**src/rtl/alu_mul_pkg.sv**
```systemverilog
// Shared types and helpers for the iterative radix-4 Booth multiplier.
// The early-exit option is selected with ALU_MUL_SEQ_EARLY_EXIT_EN in alu_mul_seq.sv.
package alu_mul_pkg;

   typedef enum logic [1:0] {IDLE, RUN, DONE} state_t;

   typedef enum logic [2:0] {ZERO, POS1, POS2, NEG1, NEG2} booth_t;

   // One iteration per bit-pair, plus one for the extension pair.
   function automatic int iter_count(input int width);
      return width / 2 + 1;
   endfunction

   function automatic booth_t booth_recode(input logic [2:0] grp);
      case (grp)
         3'b001, 3'b010: return POS1;
         3'b011:         return POS2;
         3'b100:         return NEG2;
         3'b101, 3'b110: return NEG1;
         default:        return ZERO;
      endcase
   endfunction

endpackage

```
**src/rtl/booth_r4_select.sv**
```systemverilog
// Radix-4 Booth partial-product selector: maps a 3-bit multiplier group and the
// extended multiplicand to a sign-extended 0, +-M or +-2M at accumulator width.
module booth_r4_select
   import alu_mul_pkg::*;
#(
   parameter int WIDTH = 32
) (
   input  logic [2:0]         grp,
   input  logic [WIDTH+1:0]   mcand,
   output logic [2*WIDTH+1:0] pp
);

   localparam int AW = 2 * WIDTH + 2;

   logic [AW-1:0] m1;
   logic [AW-1:0] m2;

   assign m1 = {{WIDTH{mcand[WIDTH+1]}}, mcand};
   assign m2 = m1 << 1;

   always_comb begin
      // NOTE: default assignment first so no path through the case infers a latch.
      pp = '0;
      case (booth_recode(grp))
         POS1:    pp = m1;
         POS2:    pp = m2;
         NEG1:    pp = ~m1 + AW'(1);
         NEG2:    pp = ~m2 + AW'(1);
         default: pp = '0;
      endcase
   end

endmodule

```
**src/rtl/alu_mul_seq.sv**
```systemverilog
// Iterative radix-4 Booth multiplier, one bit-pair per clock behind start/done.
// Define ALU_MUL_SEQ_EARLY_EXIT_EN to finish as soon as the remaining multiplier bits are all equal.
module alu_mul_seq
   import alu_mul_pkg::*;
#(
   parameter int WIDTH = 32
) (
   input  logic               clk,
   input  logic               clr_n,
   input  logic               start,
   input  logic               is_signed,
   input  logic [WIDTH-1:0]   A,
   input  logic [WIDTH-1:0]   B,
   output logic               busy,
   output logic               done,
   output logic [2*WIDTH-1:0] P
);

   localparam int ITER = iter_count(WIDTH);
   localparam int MW   = WIDTH + 2;
   localparam int RW   = WIDTH + 3;
   localparam int AW   = 2 * WIDTH + 2;
   localparam int CW   = $clog2(ITER);

   state_t        state;
   state_t        state_nxt;
   logic [MW-1:0] mcand;
   logic [RW-1:0] mplier;
   logic [RW-1:0] mplier_sh;
   logic [AW-1:0] acc;
   logic [AW-1:0] acc_nxt;
   logic [AW-1:0] pp;
   logic [CW-1:0] cnt;
   logic          accept;
   logic          last;

   booth_r4_select #(.WIDTH(WIDTH)) u_select (
      .grp   (mplier[2:0]),
      .mcand (mcand),
      .pp    (pp)
   );

   assign accept    = start && (state != RUN);
   assign acc_nxt   = acc + (pp << {cnt, 1'b0});
   assign mplier_sh = {{2{mplier[RW-1]}}, mplier[RW-1:2]};

`ifdef ALU_MUL_SEQ_EARLY_EXIT_EN
   // Once the shifted multiplier is all 0s or all 1s, every later group recodes to zero.
   assign last = (cnt == CW'(ITER - 1)) || (&mplier_sh) || (~|mplier_sh);
`else
   assign last = (cnt == CW'(ITER - 1));
`endif

   always_ff @(posedge clk or negedge clr_n) begin
      if (!clr_n) state <= IDLE;
      else        state <= state_nxt;
   end

   always_comb begin
      state_nxt = state;
      case (state)
         IDLE:    if (start) state_nxt = RUN;
         RUN:     if (last)  state_nxt = DONE;
         DONE:    state_nxt = start ? RUN : IDLE;
         default: state_nxt = IDLE;
      endcase
   end

   always_comb begin
      busy = (state == RUN);
      done = (state == DONE);
   end

   // NOTE: the datapath is reset as well, so P reads 0 after clr_n and no X reaches the adder.
   always_ff @(posedge clk or negedge clr_n) begin
      if (!clr_n) begin
         mcand  <= '0;
         mplier <= '0;
         acc    <= '0;
         cnt    <= '0;
         P      <= '0;
      end else if (accept) begin
         mcand  <= {{2{is_signed & A[WIDTH-1]}}, A};
         mplier <= {{2{is_signed & B[WIDTH-1]}}, B, 1'b0};
         acc    <= '0;
         cnt    <= '0;
      end else if (state == RUN) begin
         acc    <= acc_nxt;
         mplier <= mplier_sh;
         cnt    <= cnt + CW'(1);
         if (last) P <= acc_nxt[2*WIDTH-1:0];
      end
   end

endmodule

```
**config.mk**
```make
export PLATFORM = sky130hd
export DESIGN_NAME = alu_mul_seq
export DESIGN_NICKNAME = d
export VERILOG_FILES = /design/src/rtl/alu_mul_pkg.sv /design/src/rtl/booth_r4_select.sv /design/src/rtl/alu_mul_seq.sv
export SDC_FILE = /design/constraint.sdc
export NUM_CORES = 1
export LEC_CHECK = 0
export BUFFER_PORTS_ARGS = -buffer_cell sky130_fd_sc_hd__buf_2
export CAP_MARGIN = 25
export CORE_MARGIN = 3
export CORE_UTILIZATION = 62
export DETAILED_ROUTE_END_ITERATION = 12
export GPL_TIMING_DRIVEN = 1
export PLACE_DENSITY = 0.82
export SYNTH_ARGS = -nofsm -noshare
export SYNTH_HDL_FRONTEND = slang
export SYNTH_SLANG_ARGS = --single-unit
```
**constraint.sdc**
```tcl
create_clock -name clk -period 8.9 [get_ports clk]
set_input_delay 1.78 -clock clk [delete_from_list [all_inputs] [get_ports clk]]
set_output_delay 1.78 -clock clk [all_outputs]
set_load 0.05 [all_outputs]
```
==> results of run 1 <==
==> cell usage after synthesis (all sizes together), types with 17 or more instances <==
master  number
nand3       88
or4         19
dfrtp      203
mux2i       85
o21bai      17
xor2        37
a21oi      130
o31ai       26
a21o        34
nand4       41
nor2       134
mux2        60
nand2      270
ha          66
buf         25
clkbuf     142
nor3        31
o21ai      251
xnor2       48
inv         31
nor2b       18
and2        22
==> worst paths after layout <==
path                                          end  slack (ns)
hold / removal             mplier[15]$_DFFE_PN0P_        0.47
setup reg to reg                P[63]$_DFFE_PN0P_        1.13
setup / recovery                P[63]$_DFFE_PN0P_        1.13
hold reg to reg            mplier[15]$_DFFE_PN0P_        0.47
min in group asynchronous   mcand[13]$_DFFE_PN0P_        1.24
max in group asynchronous      cnt[2]$_DFFE_PN0P_        6.30
==> logic make-up (layout without fill, tap and decap cells) <==
logic type,count (synthesis),in the layout
and+or+nand+nor,706,706
xor gates and xnor gates,85,85
AOI/OAI and AO/OA,607,607
DFF,203,203
muxes,149,149
buffers and inverters,200,231
adders and majority gates,67,67
==> tightest hold or removal path, delay by kind of cell (launching register included) <==
family	cells	cell delay, ns
DFF	1	0.34
AOI/OAI and AO/OA	1	0.05
and+or+nand+nor	1	0.04
==> layout make-up <==
type                            count  share of cell area, %
Timing Repair Buffer              157                  5.225
Tap cell                          330                  2.340
Clock buffer                       30                  3.637
Sequential cell                   203                  28.78
Multi-Input combinational cell   1614                  58.27
Inverter                           33                 0.7019
Clock inverter                     11                  1.042
==> layout by cell type (no fill, tap or decap), types with 11 or more instances in the layout <==
cell type and count:
buf_4 20, or4_1 17, a31oi_1 11, nand2_1 269, nor2b_1 18, o21ai_0 248, inv_1 29, mux2i_1 85
buf_2 132, nor3_1 30, and2_1 22, a21oi_1 130, dfrtp_1 203, clkbuf_16 23, ha_1 66, nand2b_1 14
or3_1 16, nand3_1 88, o22ai_1 12, a221oi_1 11, o21bai_1 17, nor4_1 14, and3_1 14, a21o_1 34
nand4_1 41, mux2_2 59, a22oi_1 13, xor2_1 36, nor2_1 132, xnor2_1 48, o31ai_1 26
==> registers in the layout, summed over array words and instances (netlist names) <==
name,flops
mcand,33
P,64
state,2
cnt,5
acc,64
mplier,35
==> metal layers <==
layer  track usage, %  up-vias  part of all wire [%]
met5                0        -                     0
met4            10.07        0                   3.1
met3            6.256      129                    10
met2            54.18      840                    44
met1            51.85     7511                    43
li1                 -     7347                     -
==> through the flow <==
step	util, %	setup slack, ns
after detailed placement	65.88	1.353
after floorplan	-	2.276
final	69.48	1.128
after CTS	69.13	1.267
after global routing	69.48	0.5611
after global placement	65.82	1.485
==> out/metrics.yaml, run 1 <==
cts:
  clk_pin_slew_ns: 0.07
  cts_buffers: 23
  cts_tree: "built"
  cts-resized-gates: 0
  cts_buffer_depth: 3
  root_buffer: "clkbuf_16"
  clk_latency_ns: 0.55
  cts.sinks: 203
  cts_setup_buffers: 0
  cts_hold_buf: 0
  htree_levels: 1
yosys:
  yosys.area.top_type_share_pct: 31.51
  synthMuxAreaShare_pct: 10.05
  synthFlopType: "dfrtp_1"
  synthTopCellsByArea: "dfrtp_1 32%, o21ai_0 7.7%, nand2_1 6.3%, mux2i_1 5.3%, ha_1 5.1%"
  ys_seq_area_share_pct: 31.51
  synthCells: 2017
  synth_top_family_by_area: "compound AO/OA/AOI/OAI gates"
  synth_compound_area_share_pct: 23.04
  async_flop_share_pct: 100.0
  syn-num-nets: 2152
  yosys.area_share.simple_pct: 20.71
  synth-edff-count: 0
  yosys_warnings: 0
  synth_fa_ha_area_share_pct: 5.246
  ys_ff_latch: 203
  synth.avg_cell_area_sq_um: 7.993
  synth-xor-area-share_pct: 4.618
  yosysTopAreaCell: "dfrtp_1"
  syn-cell-area_sq_um: 16120
  yosys.cell_types.count: 78
status:
  status: "completed"
die:
  core_sq_um: 25400
  std_cell_rows: 58
  die_w_microns: 167.3
  initial_core_util_pct: 63.47
  io_pins: 134
  dieHeight_microns: 167.3
  die_area_sq_um: 27970
worst_setup_path:
  critPathSlowestCell: "nor4b_1"
  path_depth: 26
  critical-path-max-stage-delay_ns: 0.78
  cp_num_buf_inv: 4
  crit_required_ns: 9.33
  timing.rr.start: "mcand[0]$_DFFE_PN0P_"
  cp.arrival_ns: 8.20
  worstSetupPathType: "flip-flop to flip-flop"
  startpoint: "mcand[0]$_DFFE_PN0P_"
  startpoint_type: "flip-flop"
  reg2reg_depth: 26
  path_delay_family: "compound AO/OA/AOI/OAI gates"
  cpMostUsedCell: "inv_1"
  worstPathMaxFanout: 19
  critPathCaptureType: "flip-flop"
final_layout:
  fin_area_sq_um: 17650
  nets: 2167
  syn_to_final_growth_pct: 9.469
  fin_cells: 2378
  nFillCells: 2086
  seq_area_sq_um: 5080
  diodes: 0
  multi_input_area_sq_um: 10280
  drive_above_1_share_pct: 14.11
global_route:
  grt_util_all_layers_pct: 35.36
  antenna_found_initial: 1
  grt-ovfl-total: 0
  grt_max_degree: 117
  grt_pass1_vias: 14930
  grt_pass1_wl_microns: 81640
routing:
  drt_iter0_drc: 1862
  drtAntennaViolNets: 0
  drt_wl_total_microns: 50950
  vias_per_cell: 6.656
  wl_per_cell_microns: 21.42
  drc: 0
  vias: 15830
  dr.pass1.iters: 6
placement:
  io_buffer_count: 133
  gp_congestion: 1.066
  hpwl_microns: 36850
  dp.cells: 2333
  placed_area_sq_um: 16730
worst_hold_path:
  hp-class: "flip-flop to flip-flop"
  hold_start: "mplier[17]$_DFFE_PN0P_"
  holdPathStages: 2
sta:
  setup_violations: 0
  timing.final.crit_share_pct: 87.33
  tightest_slew_ns: 1.136
  final.setup.tns_ns: 0
  rsz0062_at_grt: "false"
  finClkSkew_ns: 0.02331
  hold_viol: 0
  drv_slew: 0
  whs_ns: 0.4718
  post-route-min-period_ns: 7.772
  slew_headroom_pct: 23.54
  max_freq_ghz: 0.1287
run:
  maxCapViolCount: 0
Power of run 1 is left out: the tool's default activity adds up to more than one toggle a clock period on the data nets, which glitch-free logic cannot reach.
==> inputs of run 2 (changes only) <==
- PLACE_DENSITY: 0.82 -> 0.92
==> run 2 against run 1 <==
Die area stayed put. Non-clock buffer count is 4 higher. Hold slack hardly changed. Flip-flop and latch count stayed put. Global-route usage is 0.084 points lower. Critical endpoint unchanged. Highest routed layer is now met5.
==> out/metrics.yaml, run 2 (synthesis gave the netlist of run 1 again) <==
worst_setup_path:
  startpoint_type: "flip-flop"
  critPathCaptureType: "flip-flop"
  startpoint: "mcand[0]$_DFFE_PN0P_"
  worstPathMaxFanout: 19
  crit_required_ns: 9.28
  worstSetupPathType: "flip-flop to flip-flop"
  r2r_slack_ns: 1.07
  cp.arrival_ns: 8.21
  timing.rr.start: "mcand[0]$_DFFE_PN0P_"
placement:
  gp_congestion: 1.078
  placed_area_sq_um: 16760
  io_buffer_count: 133
  hpwl_microns: 36900
  dpl_worst_slack_ns: 1.385
sta:
  hold_viol: 0
  fin_ws_ns: 1.066
  finClkSkew_ns: 0.01586
  rsz0062_at_grt: "false"
  slew_headroom_pct: 33.36
  tightest_slew_ns: 0.9996
  timing.final.crit_share_pct: 88.02
  post-route-min-period_ns: 7.834
  setup_violations: 0
  final.setup.tns_ns: 0
  drv_slew: 0
  max_freq_ghz: 0.1276
routing:
  drt_wl_total_microns: 51340
  vias: 16010
  drt_iter0_drc: 1960
  vias_per_cell: 6.725
  drc: 0
  dr.pass1.iters: 6
  wl_per_cell_microns: 21.57
  drtAntennaViolNets: 0
final_layout:
  final_common_cell: "nand2_1"
  reg.largest.list: "P x64, acc x64, mplier x35"
  seq_area_sq_um: 5080
  final_util_pct: 69.53
  fin_area_sq_um: 17660
  most-common-layout-cells: "269 x nand2_1, 248 x o21ai_0, 203 x dfrtp_1"
  nets: 2171
  syn_to_final_growth_pct: 9.538
  nFillCells: 2062
  drive_above_1_share_pct: 14.06
  multi_input_area_sq_um: 10280
run:
  maxCapViolCount: 0
global_route:
  grt_pass1_vias: 14960
  grt_pass1_wl_microns: 81320
  use_met2_pct: 56.66
  met3_usage_pct: 6.256
  grt_max_degree: 98
  antenna_found_initial: 2
  grt_util_met1_pct: 50.16
  busiest_layer: "met2"
  grt_util_all_layers_pct: 35.28
  grt-ovfl-total: 0
die:
  dieHeight_microns: 167.3
  initial_core_util_pct: 63.47
  io_pins: 134
  die_area_sq_um: 27970
  die_w_microns: 167.3
  core_sq_um: 25400
  std_cell_rows: 58
cts:
  cts_tree: "built"
  clk_pin_slew_ns: 0.06
  clk_latency_ns: 0.53
  cts_buffer_depth: 3
  cts_hold_buf: 0
  cts_buffers: 23
  cts.sinks: 203
  root_buffer: "clkbuf_16"
  cts_setup_buffers: 0
  htree_levels: 1
  cts-resized-gates: 0
worst_hold_path:
  hold_start: "P[30]$_DFFE_PN0P_"
  hp-class: "flip-flop to flip-flop"
status:
  status: "completed"
## run 2: cell types whose count changed in the layout (fill, tap and decap cells not counted), sizes merged
cell | before | now
buf | 156 | 160
bufinv | 4 | 3
clkbuf | 31 | 33
clkinv | 3 | 4
clkinvlp | 4 | 1
diode | 0 | 1
inv | 33 | 31
## run 2: path summary, 6_finish.rpt
check,to,cells after the start
setup / recovery,P[63]$_DFFE_PN0P_,26
hold / removal,P[30]$_DFFE_PN0P_,2
setup reg to reg,P[63]$_DFFE_PN0P_,26
hold reg to reg,P[30]$_DFFE_PN0P_,2
max in group asynchronous,mcand[14]$_DFFE_PN0P_,2
min in group asynchronous,P[32]$_DFFE_PN0P_,1
## run 2: per-stage QoR
stage | std cells | hold WS, ns
after floorplan | 2017 | 0.4444
after global routing | 2379 | 0.5025
after detailed placement | 2336 | 0.4627
final | 2380 | 0.4714
after global placement | 2335 | 0.4552
after CTS | 2374 | 0.4772
## run 2: area by class of cell
cell class / count / area share (%)
Clock buffer: 32 / 3.734
Inverter: 33 / 0.7014
Multi-Input combinational cell: 1614 / 58.19
Antenna cell: 1 / 0.01417
Timing Repair Buffer: 161 / 5.647
Tap cell: 330 / 2.338
Sequential cell: 203 / 28.77
Clock inverter: 6 / 0.6093
## run 2: layer usage
metal	share of wire, %	up-vias
met2	46	859
met4	2.5	2
li1	-	7364
met5	0.021	-
met3	9.9	119
met1	42	7661
## run 2: critical path: stages, from the launching register on
cell	delay [ns]
dfrtp_1	0.49
inv_1	0.10
ha_1	0.26
nor4b_1	0.75
nand4_1	0.16
buf_4	0.26
o41ai_1	0.41
xnor2_1	0.11
a22oi_1	0.18
o21ai_0	0.18
mux2i_1	0.37
inv_1	0.07
mux4_2	0.50
a21oi_1	0.27
nor2_1	0.07
ha_1	0.39
nand4_1	0.17
nor4_1	0.38
inv_1	0.08
a211oi_1	0.30
o21ai_0	0.28
a2111oi_0	0.66
or2_2	0.25
mux2_2	0.34
or3_1	0.41
xnor2_1	0.16
o21ai_1	0.08
Power of run 2 is left out for the same reason.
